### src/rtl/mux_n.sv
// rtl/mux_n.sv - N-to-1 single-bit multiplexer with a registered output
// Binary mux tree over select, out-of-range codes read as zero and raise sel_err.
module mux_n #(
  parameter int N = 14,
  parameter int m = 4
) (
  input  logic         clk,
  input  logic         rst,
  input  logic [N-1:0] inp,
  input  logic [m-1:0] select,
  output logic         out,
  output logic         sel_err
);

  localparam int P = 1 << m;

  if (N < 2 || N > 1024) begin : g_bad_n
    $fatal(1, "mux_n: N must be in 2..1024");
  end
  if (P < N) begin : g_bad_m
    $fatal(1, "mux_n: 2**m must be >= N");
  end

  // Heap-ordered tree: node k has children 2k+1 / 2k+2, leaves start at P-1.
  logic [2*P-2:0] tree;
  logic           oor;

  for (genvar i = 0; i < P; i++) begin : g_leaf
    if (i < N) begin : g_data
      assign tree[P-1+i] = inp[i];
    end else begin : g_pad
      assign tree[P-1+i] = 1'b0;
    end
  end

  for (genvar d = 0; d < m; d++) begin : g_level
    for (genvar j = 0; j < (1 << d); j++) begin : g_node
      localparam int K = (1 << d) - 1 + j;
      assign tree[K] = select[m-1-d] ? tree[2*K+2] : tree[2*K+1];
    end
  end

  if (P > N) begin : g_range
    localparam logic [m:0] NLIM = (m+1)'(N);
    assign oor = ({1'b0, select} >= NLIM);
  end else begin : g_full
    assign oor = 1'b0;
  end

  always_ff @(posedge clk or posedge rst) begin
    if (rst) begin
      out     <= 1'b0;
      sel_err <= 1'b0;
    end else begin
      out     <= tree[0];
      sel_err <= oor;
    end
  end

endmodule

### config.mk
export PLATFORM = sky130hd
export DESIGN_NAME = mux_n
export DESIGN_NICKNAME = d
export VERILOG_FILES = /design/src/rtl/mux_n.sv
export SDC_FILE = /design/constraint.sdc
export NUM_CORES = 1
export LEC_CHECK = 0
export CAP_MARGIN = 40
export CORE_AREA = 2 2 39 41
export CTS_BUF_LIST = sky130_fd_sc_hd__clkbuf_8
export CTS_CLUSTER_SIZE = 8
export DETAILED_ROUTE_END_ITERATION = 7
export DIE_AREA = 0 0 41 43
export DONT_BUFFER_PORTS = 1
export SLEW_MARGIN = 30
export SYNTH_ARGS = -nofsm -noshare
export SYNTH_HDL_FRONTEND = slang
export SYNTH_SLANG_ARGS = --single-unit
### constraint.sdc
create_clock -name clk -period 0.83 [get_ports clk]
set_input_delay 0.166 -clock clk [delete_from_list [all_inputs] [get_ports clk]]
set_output_delay 0.166 -clock clk [all_outputs]
set_load 0.01 [all_outputs]
== After elaboration in Yosys (flattened, before gate mapping) ==
Cells that the tools add are included.
W data, S select, Z words.
Storage, ports and cells
  register bits after elaboration: 2
  bits in latches: 0
  bits in writable memories: 0
  bits in read-only memories: 0
  input bits: 20
  output and inout port bits: 2
  logic and storage cells: 17
  memories: 0
Operators by class
  add/sub/neg operators: 0
  $mul: 0
  div/mod/pow operators: 0
  magnitude comparators: 1
  equality and inequality tests: 0
  shift operators: 0
  mux-type cells: 14
  bitwise operators: 0
  reductions and logical operators: 0
Operators by type and width (number)
  $mux W1: 14
  $ge A4 B4 Y1 const B: 1

== Longest topological paths before layout ==
  word-level depth: 4
  mapped depth: 3
  gate-level depth less buffers: 3

== Least setup slack after synthesis ==
OpenSTA, ideal clock, no wires.
  kind: in2reg
  start: in select[0]
  end: reg out
  setup time: 0.130 ns
  data arrival time: 0.891 ns
  data required time: 0.700 ns
  setup slack: -0.192 ns
  cell stages on the path: 3
  buffers on the path: 0
  cells stage by stage: mux4_1 mux2i_1 o211ai_1
Between the ends
  cells in the longest elaborated chain, start to end: 4
  elaborated cells on any way between the ends: 14
  classes of those cells: 14 x mux
RTL lines
  start: declaration: line 10  | input logic [m-1:0] select,
  $mux W1 (3 in a row): line 39  | assign tree[K] = select[m-1-d] ? tree[2*K+2] : tree[2*K+1];
  $mux W1 (*): line 39
  via tree[0]: line 25  | logic [2*P-2:0] tree;
  end signal: assignment: line 55  | out <= tree[0];
  end: declaration: line 11  | output logic out,
Mark *: on every way through the listed nets, which the timed path passes. The rest lies on a longest branch.

== Final worst setup path ==
Ends and elaborated chain as after synthesis.

==> impl_metrics.csv <==
group,metric,value,unit
clock_network,postCtsSetupBuffers,0,
timing,hold_slack,96.1,ps
min_path,min_path_type,"primary input to flip-flop",
route,via_per_inst,4.64,
clock_network,path_clk_slew,30,ps
power,cellPowerDensity,2200,nW/um^2
power,comb_power_share,9.3,%
final_layout,syn2layout_area_growth,34.7,%
critical_path,crit_required,910,ps
final_layout,final_area,248,um^2
place,portBuffers,0,
clock_network,clock-sinks,2,
critical_path,path_class,"primary input to flip-flop",
floorplan,coreArea,1380,um^2
timing,grt_setup_unrepaired,"true",
critical_path,crit_fanout,4,
final_layout,n_antenna_cell,0,
timing,fin_crit,799,ps
floorplan,die_h,43,um
floorplan,num_rows,14,
clock_network,htree_levels,1,
synthesis,synth-warning-count,0,
clock_network,ctsRootBufferMaster,"clkbuf_8",
synthesis,synthCells,13,
power,p_seq_share,21.1,%
floorplan,dieArea,1760,um^2
synthesis,avgSynthCellArea,14.1,um^2
synthesis,synth_cell_types,9,
run_status,outcome,"finished, final reports clean",
route,drc_errors,0,
critical_path,cp-start-kind,"primary input",
power,p_sw_share,17.1,%
timing,worst_pin_slew,127,ps
timing,hold_viol,0,
final_layout,fin_util,17.9,%
synthesis,synth_nets,33,
global_routing,grt_pass1_vias,185,
global_routing,grt_overflow,0,
power,intPower,0.000451,W
route,detail-route-antenna-nets,0,
timing,maxSlewViolCount,0,
route,vias,153,
global_routing,antenna_found_initial,0,
route,drt_iter0_drc,2,
power,power_switching,0.0000932,W
timing,timing.final.crit_share,96.2,%
final_layout,fin_nets,39,
place,gp_congestion,0.623,
critical_path,crit_path_end_kind,"flip-flop",
timing,clock.fmax,1250,MHz
clock_network,cts_buffers,3,
min_path,hold_end,"out",
clock_network,cts.path.max_buffers,2,
synthesis,ys_seq_area_share,27.2,%
place,place_area,196,um^2
clock_network,cts_resized,0,
power,cellLeakagePower,0.104,nW
timing,relSlewSlack,91.3,%
global_routing,track_usage,7.89,%
critical_path,cp.arrival,870,ps
power,p_clk_share,69.7,%
power,ir_drop,0.476,mV
final_layout,drive_gt1_share,29.4,%
route,avgRoutedWirePerCell,17.0,um
route,dr.pass1.iters,2,
final_layout,fin_cells,33,
floorplan,initial_core_util,13.3,%
floorplan,fp.dieW,41,um
place,dp_cells,29,
timing,setup_viol,0,
flow_run,max_cap_violations,0,
min_path,holdPathStages,1,
min_path,hp-start,"select[1]",
floorplan,io_pins,22,
global_routing,grt_pass1_wl,807,um
synthesis,syn_area,184,um^2
global_routing,grt_max_degree,6,
clock_network,cts_tree,"done",
route,wirelength,560,um
synthesis,ys_ff_latch,2,
-- placed cells by master, fill, tap and decap left out, drive strengths merged --
cell type,instances
dfrtp,2
dlygate4sd3,1
or3,1
and3,1
clkbuf,3
mux4,3
nand2,1
mux2i,2
inv,1
nand3b,1
o211ai,1
-- state kept, by name, indices dropped and copies added, names as in the netlist --
register / count
out: 1
sel_err: 1
-- critical path: stages --
cell,delay (ps)
mux4_2,460
mux2i_1,150
o211ai_1,100
-- through the flow --
| stage | power [W] | setup TNS [ps] | setup WS, ps |
|---|---|---|---|
| CTS | 0.000558 | 0 | 9.50 |
| finish | 0.000544 | 0 | 31.3 |
| floorplan | 0.000157 | -154 | -154 |
| global placement | 0.000161 | -174 | -174 |
| global route | 0.000568 | -31.6 | -31.6 |
| detailed placement | 0.000163 | -208 | -208 |
-- layer usage --
metal	global-route usage (%)	wire length (um)	part of all wire (%)
met5	0	0	0
met3	7.33	145	26
met4	6.00	0	0
met2	7.50	172	31
met1	10.2	242	43
-- worst max path at each step --
| stage | start | end | slack [ps] |
|---|---|---|---|
| finish | select[0] | out | 30 |
| global route | select[0] | out | -30 |
| global placement | select[0] | out | -170 |
| CTS | select[0] | out | 10 |
| floorplan | select[0] | out | -150 |
| detailed placement | select[0] | out | -210 |
-- synthesized netlist by cell type --
master / instances / area, um^2
and3_1: 1 / 6.26
or3_1: 1 / 6.26
nand2_1: 1 / 3.75
dfrtp_1: 2 / 50.1
mux4_1: 3 / 78.8
mux2i_1: 2 / 20.0
inv_1: 1 / 3.75
nand3b_1: 1 / 7.51
o211ai_1: 1 / 7.51
-- area by class of cell --
| class | instances | area, um^2 |
|---|---|---|
| Clock buffer | 3 | 41.3 |
| Fill cell | 155 | 1140 |
| Inverter | 1 | 3.75 |
| Multi-Input combinational cell | 10 | 123 |
| Sequential cell | 2 | 50.0 |
| Tap cell | 16 | 20.0 |
| Timing Repair Buffer | 1 | 10.0 |
-- power by group through the flow --
| stage | Sequential (W) | Combinational, W | Clock, W |
|---|---|---|---|
| after floorplan | 0.000114 | 0.0000433 | 0 |
| after global placement | 0.000116 | 0.0000451 | 0 |
| after detailed placement | 0.000116 | 0.0000469 | 0 |
| after CTS | 0.000115 | 0.0000510 | 0.000392 |
| after global routing | 0.000116 | 0.0000569 | 0.000395 |
| final | 0.000115 | 0.0000503 | 0.000379 |
-- cell families after synthesis --
| logic type | share of synthesized area [%] |
|---|---|
| multiplexers | 53.7 |
| flip-flops | 27.2 |
| AND/OR/NAND/NOR | 12.9 |
| AO/OA/AOI/OAI | 4.08 |
| buffers and inverters | 2.04 |
-- timing repair --
| item | 4_1_cts | 5_1_grt |
|---|---|---|
| endpoints found under the hold margin | 2 | 0 |
| hold buffers | 1 | 0 |
| endpoints found under the setup margin | 0 | 1 |
(Power assumes the default switching activity.)
